File: src/rtl/segway_pkg.sv
// Shared types and constants for the segway A2D conversion path.
package segway_pkg;

    typedef enum logic [1:0] {
        IDLE,
        CMD,
        GAP,
        READ
    } a2d_state_t;

    // Logical channels in round-robin order
    typedef enum logic [1:0] {
        CH_LFT,
        CH_RGHT,
        CH_STEER,
        CH_BATT
    } a2d_chan_t;

    localparam logic [1:0] CMD_PREFIX = 2'b00;

    function automatic logic [15:0] a2d_cmd(input logic [2:0] ch);
        return {CMD_PREFIX, ch, 11'h000};
    endfunction

endpackage

File: src/rtl/a2d_chan_sel.sv
// Round-robin pointer over the four logical channels and the mapping
// from logical channel to physical A2D channel number.
module a2d_chan_sel
    import segway_pkg::*;
#(
    parameter logic [2:0] LFT_CH   = 3'd0,
    parameter logic [2:0] RGHT_CH  = 3'd4,
    parameter logic [2:0] STEER_CH = 3'd5,
    parameter logic [2:0] BATT_CH  = 3'd6
) (
    input  logic       clk,
    input  logic       rst_n,
    input  logic       adv,
    output logic [1:0] rr,
    output logic [2:0] ch
);

    logic [1:0] rr_q;

    always_ff @(posedge clk or negedge rst_n) begin
        if (!rst_n) begin
            rr_q <= 2'd0;
        end else if (adv) begin
            rr_q <= rr_q + 2'd1;
        end
    end

    assign rr = rr_q;

    always_comb begin
        ch = LFT_CH;
        unique case (a2d_chan_t'(rr_q))
            CH_LFT:   ch = LFT_CH;
            CH_RGHT:  ch = RGHT_CH;
            CH_STEER: ch = STEER_CH;
            CH_BATT:  ch = BATT_CH;
        endcase
    end

endmodule

File: src/rtl/load_cell_sched.sv
// Round-robin A2D conversion scheduler: two SPI transactions per conversion
// (command, then read-back) with one dead cycle between them.
module load_cell_sched
    import segway_pkg::*;
#(
    parameter logic [2:0] LFT_CH   = 3'd0,
    parameter logic [2:0] RGHT_CH  = 3'd4,
    parameter logic [2:0] STEER_CH = 3'd5,
    parameter logic [2:0] BATT_CH  = 3'd6
) (
    input  logic        clk,
    input  logic        rst_n,
    input  logic        nxt,
    output logic        wrt,
    output logic [15:0] cmd,
    input  logic        done,
    input  logic [15:0] rd_data,
    output logic [11:0] lft_ld,
    output logic [11:0] rght_ld,
    output logic [11:0] steer_pot,
    output logic [11:0] batt,
    output logic        cnv_cmplt,
    output logic        busy
);

    a2d_state_t  state_q, state_d;
    logic        wrt_q, wrt_d;
    logic        cnv_q, cnv_d;
    logic        ld;
    logic        adv;
    logic [1:0]  rr;
    logic [2:0]  ch;
    logic [11:0] lft_q, rght_q, steer_q, batt_q;

    // The A2D status nibble is not used by any consumer
    logic [3:0]  unused_rd_hi;
    assign unused_rd_hi = rd_data[15:12];

    a2d_chan_sel #(
        .LFT_CH   (LFT_CH),
        .RGHT_CH  (RGHT_CH),
        .STEER_CH (STEER_CH),
        .BATT_CH  (BATT_CH)
    ) u_chan_sel (
        .clk   (clk),
        .rst_n (rst_n),
        .adv   (adv),
        .rr    (rr),
        .ch    (ch)
    );

    always_comb begin
        state_d = state_q;
        wrt_d   = 1'b0;
        cnv_d   = 1'b0;
        ld      = 1'b0;
        adv     = 1'b0;
        case (state_q)
            IDLE: begin
                if (nxt) begin
                    wrt_d   = 1'b1;
                    state_d = CMD;
                end
            end
            CMD: begin
                if (done) begin
                    state_d = GAP;
                end
            end
            GAP: begin
                wrt_d   = 1'b1;
                state_d = READ;
            end
            READ: begin
                if (done) begin
                    ld      = 1'b1;
                    cnv_d   = 1'b1;
                    adv     = 1'b1;
                    state_d = IDLE;
                end
            end
            default: state_d = IDLE;
        endcase
    end

    always_ff @(posedge clk or negedge rst_n) begin
        if (!rst_n) begin
            state_q <= IDLE;
            wrt_q   <= 1'b0;
            cnv_q   <= 1'b0;
        end else begin
            state_q <= state_d;
            wrt_q   <= wrt_d;
            cnv_q   <= cnv_d;
        end
    end

    // Only the register addressed by the current pointer is written
    always_ff @(posedge clk or negedge rst_n) begin
        if (!rst_n) begin
            lft_q   <= 12'h000;
            rght_q  <= 12'h000;
            steer_q <= 12'h000;
            batt_q  <= 12'h000;
        end else if (ld) begin
            unique case (a2d_chan_t'(rr))
                CH_LFT:   lft_q   <= rd_data[11:0];
                CH_RGHT:  rght_q  <= rd_data[11:0];
                CH_STEER: steer_q <= rd_data[11:0];
                CH_BATT:  batt_q  <= rd_data[11:0];
            endcase
        end
    end

    assign wrt       = wrt_q;
    assign cmd       = a2d_cmd(ch);
    assign cnv_cmplt = cnv_q;
    assign busy      = (state_q != IDLE);
    assign lft_ld    = lft_q;
    assign rght_ld   = rght_q;
    assign steer_pot = steer_q;
    assign batt      = batt_q;

endmodule

File: config.mk
export PLATFORM = sky130hd
export DESIGN_NAME = load_cell_sched
export DESIGN_NICKNAME = d
export VERILOG_FILES = /design/src/rtl/segway_pkg.sv /design/src/rtl/a2d_chan_sel.sv /design/src/rtl/load_cell_sched.sv
export SDC_FILE = /design/constraint.sdc
export NUM_CORES = 1
export LEC_CHECK = 0
export ABC_AREA = 1
export BUFFER_PORTS_ARGS = -buffer_cell sky130_fd_sc_hd__buf_2
export CORE_ASPECT_RATIO = 1.75
export CORE_MARGIN = 3
export CORE_UTILIZATION = 53
export DETAILED_ROUTE_END_ITERATION = 7
export PLACE_DENSITY = 0.85
export RECOVER_POWER = 25
export SLEW_MARGIN = 25
export SYNTH_ARGS = -nofsm -noshare
export SYNTH_HDL_FRONTEND = slang
export SYNTH_SLANG_ARGS = --single-unit
File: constraint.sdc
create_clock -name clk -period 3.5 [get_ports clk]
set_clock_uncertainty 0.05 [all_clocks]
set_input_delay 0.35 -clock clk [delete_from_list [all_inputs] [get_ports clk]]
set_output_delay 0.35 -clock clk [all_outputs]
set_load 0.01 [all_outputs]
# ---- Word level (Yosys, flattened, before mapping)
# Index checks and enable logic that the tools add are counted.
dict set report word_totals {
  output_inout_bits 67
  regBits 54
}
dict set report op_classes {
  reduce_logical 8
  mux 9
  n_eq_ne 9
  add_sub_neg 1
}
# operator count
set ops {}
lappend ops {{3-bit one-hot mux with 4 select lines} 1}
lappend ops {{2-bit == test, second input constant} 4}
lappend ops {{2-bit one-hot mux with 4 select lines} 1}
lappend ops {{2-bit AND reduction} 4}
lappend ops {{2-bit two-way mux} 3}
lappend ops {{2-bit inequality test, second input constant} 3}
lappend ops {{2-bit by 1-bit == test with 1-bit output, second input constant} 2}
lappend ops {{2-bit logical NOT} 2}
lappend ops {{1-bit two-way mux} 3}
lappend ops {{3-bit AND reduction} 1}
lappend ops {{2-bit by 1-bit adder with 2-bit output, second input constant} 1}
lappend ops {{1-bit one-hot mux with 2 select lines} 1}
lappend ops {{2-bit nonzero test} 1}

# ---- Logic depth before layout (Yosys ltp)
# Gate-level depths: netlist of run 1.
dict set report logic_depth {
  depth_word 3
  ltp_mapped 7
  depth_no_buf 6
}

# ---- Hierarchy
# From an unflattened synthesis of run 1, not the netlist that was laid out.
dict set report unflattened {
  cells_unflattened 245
  hier_area_um2 2518.7
}
# module cells_per_inst n_inst area_per_inst_um2
set modules_own_cells {}
lappend modules_own_cells {load_cell_sched 230 1 2393.5}
lappend modules_own_cells {a2d_chan_sel 15 1 125.1}

# ---- Worst setup path before layout of run 1
# No wires, ideal clock.
dict set report synth_timing {
  path_type {register to register}
  startpoint {register state_q[0]}
  endpoint {register batt_q[10] (netlist: batt[10])}
  stages_incl_launch_ff 7
  path_buffers 1
  setup_slack_ns 2.235
  period_less_slack_ns 1.265
  arrival_ns 1.094
  cell_sequence {dfrtp_1 ha_1 nand2_2 inv_8 nand2_4 buf_6 o21ai_2}
}
dict set report synth_between {
  elab_chain_cells 3
}
# element line
set synth_lines {}
lappend synth_lines {{start: declaration} load_cell_sched.sv:26} ;# a2d_state_t state_q, state_d;
lappend synth_lines {{start signal: assignment} load_cell_sched.sv:92} ;# state_q <= state_d;
lappend synth_lines {{2-bit == test} --}
lappend synth_lines {{1-bit two-way mux} --}
lappend synth_lines {{via adv} load_cell_sched.sv:30} ;# logic adv;
lappend synth_lines {{2-bit AND reduction (no line)} --}
lappend synth_lines {{end signal: assignment} load_cell_sched.sv:110} ;# CH_BATT: batt_q <= rd_data[11:0];
lappend synth_lines {{end: declaration} load_cell_sched.sv:33} ;# logic [11:0] lft_q, rght_q, steer_q, batt_q;
# The timed path passes the listed nets, and every way through them passes these cells.
# A chain may end at the register's enable or synchronous reset.

# ---- Worst setup path in the final report of run 1
dict set report layout_timing {
  startpoint {register u_chan_sel.rr_q[0] (netlist: u_chan_sel.rr[0])}
  endpoint {output port cmd[13]}
}
dict set report layout_between {
  elab_chain_cells 2
}
# element line
set layout_lines {}
lappend layout_lines {{start: declaration} a2d_chan_sel.sv:18} ;# logic [1:0] rr_q;
lappend layout_lines {{start signal: assignment} a2d_chan_sel.sv:24} ;# rr_q <= rr_q + 2'd1;
lappend layout_lines {{2-bit == test (tied with other cells)} a2d_chan_sel.sv:32} ;# unique case (a2d_chan_t'(rr_q))
lappend layout_lines {{3-bit one-hot mux with 4 select lines (*)} a2d_chan_sel.sv:32}
lappend layout_lines {{end: declaration} load_cell_sched.sv:15} ;# output logic [15:0] cmd,
# Mark *: on every way between the ends. The rest lies on a longest branch, timed or not.

==> results_dict.tcl, run 1 <==
set metrics [dict create \
    status "completed" \
    die_w_um 56.9 \
    wl_mm 4.49 \
    synth_seq_cells 54 \
    cts_resized 0 \
    hp-class "input pin to asynchronous set/reset pin" \
    path_cells "inv_1, ha_1, inv_1, buf_2" \
    synth_area_um2 2400 \
    cts_tree "yes" \
    comb_power_share_pct 41.2 \
    n_antenna_cell 0 \
    grt_pass1_vias 1585 \
    synth-simple-area-share_pct 11.8 \
    rsz0062_at_grt "no" \
    htree_levels 2 \
    cts_hold_buf 0 \
    clock_latency_ns 0.30 \
    tns_ns 0 \
    grt_usage_pct 17.9 \
    clk_pin_slew_ns 0.09 \
    synth_mux_area_share_pct 0 \
    synth-compound-area-share_pct 15.4 \
    grt-ovfl-total 0 \
    die_area_um2 5410 \
    synth.avg_cell_area_um2 10.8 \
    synth-xor-area-share_pct 0.364 \
    crit_fanout 3 \
    slew_headroom_pct 56.5 \
    layout_commonest_cell "buf_2" \
    portBuffers 69 \
    finalNetCount 320 \
    synth_top_family_by_area "compound AO/OA/AOI/OAI gates" \
    p_leak_nw 1.59 \
    cpMostUsedCell "inv_1" \
    p_int_w 0.00147 \
    slew_viol_final 0 \
    fill_cells 353 \
    antenna_found_initial 0 \
    crit_path_top_delay_cell "dfrtp_1" \
    grt_max_degree 54 \
    routed-via-count 1621 \
    synthDistinctLibCells 17 \
    powerDensity_nw_per_um2 856 \
    max_stage_delay_ns 0.42 \
    p_switching_w 0.000899 \
    post_cts_buffers 0 \
    num_io_pins 87 \
    arrival_ns 1.24 \
    cts-buffers-inserted 5 \
    syn_to_final_growth_pct 15.2 \
    cp.required_ns 3.10 \
    place_hpwl_mm 3.26 \
    drc 0 \
    maxCapViolations 0 \
    fin_util_pct 64.9 \
    path_class "flop to primary output" \
    dr_wl_met3_um 231 \
    swShare_pct 37.9 \
    drive_above_1_share_pct 39.0 \
    numClockSinks 54 \
    die_y_um 95.1 \
    layout_common_cells "buf_2, nand2_1, dfrtp_1" \
    cp-end-kind "primary output" \
    fin_ws_ns 1.86 \
    setup_viol 0 \
    place_congestion 0.746 \
    fp-row-count 31 \
    yosys.area_share.adder_pct 4.69 \
    p_seq_share_pct 44.1 \
    top_layer "met4" \
    clockBufferDepth 2 \
    avgViaCountPerCell 4.75 \
    initial_core_util_pct 56.3 \
    ir_drop_uv 546 \
    drt_iter0_markers 39 \
    yosysWarnings 0 \
    routedLengthMet1_mm 1.76 \
    synth_cells 223 \
    min_period_ns 1.64 \
    fmax_mhz 611 \
    wl_per_cell_um 13.2 \
    start_kind "flop" \
    finalCritPeriodShare_pct 46.8 \
    antenna_left 0 \
    cts_root_buf "clkbuf_8" \
    grt_pass1_wl_mm 7.45 \
    ys_seq_area_share_pct 56.2 \
    dr.pass1.iters 4 \
    worstMarginPinSlew_ns 0.652 \
    hold_violations 0 \
    wl_met2_mm 2.42 \
    dp_slack_ns 2.05 \
    power.share.clock_pct 14.7 \
    core_um2 4270 \
]
Yosys cell counts (all sizes together):
master,number,share of area (%)
nand2,61,11
buf,21,7.8
ha,9,4.7
o21ai,50,15
inv,21,3.6
xor2,1,0.36
or2,1,0.26
conb,1,0.16
nand3,3,0.62
dfrtp,54,56
o21bai,1,0.31
layer usage:
layer / up-vias / global-route usage (%)
met2: 50 / 31.6
met4: 0 / 6.96
li1: 808 / -
met1: 756 / 21.0
met5: - / 0
met3: 7 / 3.79
power by group through the flow:
stage	Clock (W)	Sequential, W	Combinational [W]
after CTS	0.000358	0.00105	0.000998
final	0.000348	0.00105	0.000977
after floorplan	0	0.00117	0.000513
after global routing	0.000386	0.00108	0.00110
after detailed placement	0	0.00105	0.000997
after global placement	0	0.00105	0.000958
through the flow:
stage	area, um2	instances	hold slack, ns	power (W)
6_report	2770	341	0.0214	0.00237
3_3_place_gp	2680	333	0.412	0.00201
2_1_floorplan	2450	235	0.00441	0.00168
3_5_place_dp	2680	333	0.376	0.00205
5_1_grt	2770	341	0.0621	0.00257
4_1_cts	2770	341	0.0483	0.00240
final timing paths:
kind,from,endpoint,slack (ns),cells after the start
worst max register to register,state_q[0],lft_ld[7],2.02,6
max in group asynchronous,rst_n,lft_ld[0],2.89,2
worst max-delay path,u_chan_sel.rr[0],cmd[13],1.86,4
min in group clk,nxt,wrt,0.24,3
worst min register to register,rght_ld[4],rght_ld[4],0.43,2
worst min-delay path,rst_n,batt[11],0.02,1
critical path, delay by kind of cell (launching register included):
| family | cells | cell delay, ns |
|---|---|---|
| DFF | 1 | 0.42 |
| buffers and inverters | 3 | 0.30 |
| adders and majority gates | 1 | 0.23 |
cell type report:
type	instances	area [um2]	share of cell area, %
multi-input cells	139	823	29.7
well taps	49	61.3	2.21
repair buffers	70	355	12.8
clock inverters	1	5.00	0.181
flip-flops and latches	54	1350	48.8
inverters	21	86.3	3.12
clock buffers	7	86.3	3.12
cell families (layout without fill, tap and decap cells):
kind of cell	after synthesis	count (layout)
adder cells (fa/ha/maj)	9	9
other	1	13
AO/OA/AOI/OAI	51	51
XOR/XNOR	1	1
flip-flops	54	54
buffers and inverters	42	99
AND/OR/NAND/NOR	65	65
registers in the layout, summed over array words and instances, names as in the netlist:
name / count
state_q: 2
cnv_cmplt: 1
lft_ld: 12
batt: 12
steer_pot: 12
wrt: 1
u_chan_sel.rr: 2
rght_ld: 12
Power figures use the tool's default switching activity.
==> run 2: changes to the inputs <==
--- a/config.mk
+++ b/config.mk
@@ -9,9 +9,9 @@
 export BUFFER_PORTS_ARGS = -buffer_cell sky130_fd_sc_hd__buf_2
 export CORE_ASPECT_RATIO = 1.75
 export CORE_MARGIN = 3
-export CORE_UTILIZATION = 53
+export CORE_UTILIZATION = 44
 export DETAILED_ROUTE_END_ITERATION = 7
-export PLACE_DENSITY = 0.85
+export PLACE_DENSITY = 0.75
 export RECOVER_POWER = 25
 export SLEW_MARGIN = 25
 export SYNTH_ARGS = -nofsm -noshare
==> constraint.sdc (replaced) <==
create_clock -name clk -period 1.4 [get_ports clk]
set_clock_uncertainty 0.05 [all_clocks]
set_input_delay 0.14 -clock clk [delete_from_list [all_inputs] [get_ports clk]]
set_output_delay 0.14 -clock clk [all_outputs]
set_load 0.01 [all_outputs]
==> run 2 against run 1 <==
Net effect: the run now ends with negative setup slack left; power rose to 2.8 times the previous value; design area up 7.2%; critical path type is now flop to flop; highest routed layer unchanged; critical endpoint is now state_q[1]; sequential share of layout area down 3.3 points; first-iteration DRC count up 120%; worst setup slack worse by 1.9 ns; register-to-register slack worse by 2.0 ns; global-route usage down 1.0 points; worst hold slack better by 0.014 ns.
==> results_dict.tcl, run 2 (synthesized netlist as in run 1, its figures left out) <==
set metrics [dict create \
    grt_usage_pct 16.9 \
    worstMarginPinSlew_ns 0.730 \
    cts-buffers-inserted 5 \
    p_leak_nw 1.60 \
    fmax_mhz 704 \
    grt_pass1_vias 1694 \
    cts_root_buf "clkbuf_8" \
    arrival_ns 1.61 \
    grt-ovfl-total 0 \
    ir_drop_uv 1070 \
    post_dp_cell_area_um2 2710 \
    slew_viol_final 0 \
    maxCapViolations 0 \
    drive_above_1_share_pct 44.3 \
    powerDensity_nw_per_um2 2230 \
    clock_latency_ns 0.30 \
    cp.required_ns 1.59 \
    seq_area_um2 1350 \
    wl_mm 5.00 \
    syn_to_final_growth_pct 23.5 \
    place_hpwl_mm 3.38 \
    drt_iter0_markers 85 \
    min_period_ns 1.42 \
    multi_input_area_um2 903 \
    routed-via-count 1722 \
    die_area_um2 6420 \
    core_um2 5260 \
    dr.pass1.iters 4 \
    layout_common_cells "buf_2, nand2_1, dfrtp_1" \
    cp-end-kind "flop" \
    finalNetCount 329 \
    clk_pin_slew_ns 0.09 \
    die_y_um 104 \
    initial_core_util_pct 45.7 \
    status "complete, but fails checks" \
    finalCritPeriodShare_pct 101 \
    antenna_left 0 \
    hold_violations 0 \
    dp_slack_ns -0.0207 \
    setup_viol 1 \
    fp-row-count 35 \
    drc 0 \
    htree_levels 2 \
    place_congestion 0.773 \
    num_io_pins 87 \
    wl_per_cell_um 14.1 \
    crit_fanout 2 \
    numClockSinks 54 \
    portBuffers 69 \
    hp-class "input pin to flop" \
    fill_cells 482 \
    violations "negative setup slack" \
    avgViaCountPerCell 4.85 \
    rsz0062_at_grt "yes" \
    cts_tree "yes" \
    die_w_um 61.9 \
    n_antenna_cell 0 \
    fin_ws_ns -0.0203 \
    stdcell_area_um2 2970 \
    slew_headroom_pct 51.4 \
    clockBufferDepth 2 \
    tns_ns -0.0203 \
    antenna_found_initial 0 \
    layout_commonest_cell "buf_2" \
    grt_pass1_wl_mm 8.09 \
    grt_max_degree 55 \
    start_kind "flop" \
    fin_util_pct 56.5 \
    path_class "flop to flop" \
]
run 2: per-layer routing:
layer	global-route usage, %	share of wire [%]	vias to the layer above
li1	-	-	839
met1	19.0	36	808
met2	28.7	56	65
met3	3.62	5.5	10
met4	7.74	2.6	0
met5	0	0	-
run 2: layout make-up:
cell class,count,area share (%)
Sequential cell,54,45.5
Tap cell,55,2.32
Clock inverter,1,1.01
Timing Repair Buffer,79,14.7
Clock buffer,6,2.78
Inverter,21,3.24
Multi-Input combinational cell,139,30.4
run 2: path summary, 6_finish.rpt:
check / start / end / slack [ns] / depth (start not counted)
max: state_q[0] / state_q[1] / -0.02 / 6
min reg2reg: rght_ld[8] / rght_ld[8] / 0.43 / 2
min in group asynchronous: rst_n / steer_pot[5] / 0.49 / 3
min: nxt / wrt / 0.04 / 3
max reg2reg: state_q[0] / state_q[1] / -0.02 / 6
max in group asynchronous: rst_n / u_chan_sel.rr[0] / 0.32 / 3
run 2: per-stage QoR:
step,power [W],instances,hold WS [ns]
floorplan,0.00421,235,-0.206
global placement,0.00509,341,0.102
detailed placement,0.00519,341,0.107
CTS,0.00640,351,0.0203
global route,0.00715,355,0.0301
finish,0.00663,355,0.0353
run 2: where the power goes:
group,internal (W),total [W],switching [W]
registers,0.00224,0.00263,0.000388
logic,0.00132,0.00295,0.00163
clock network,0.000572,0.00105,0.000474
run 2: what timing repair did:
item | CTS | global route
setup endpoints to repair | 39 | 50
pin swaps | 0 | 5
setup buffers | 2 | 4
endpoints found under the hold margin | 54 | 0
gates resized for setup | 10 | 15
hold buffers | 1 | 0
run 2: worst max-delay path, stage by stage, from the launching register on:
cell and delay (ns):
dfrtp_1 0.41, buf_6 0.14, buf_4 0.13, ha_1 0.19, o21ai_0 0.25, nand3_1 0.12, nand2_1 0.08
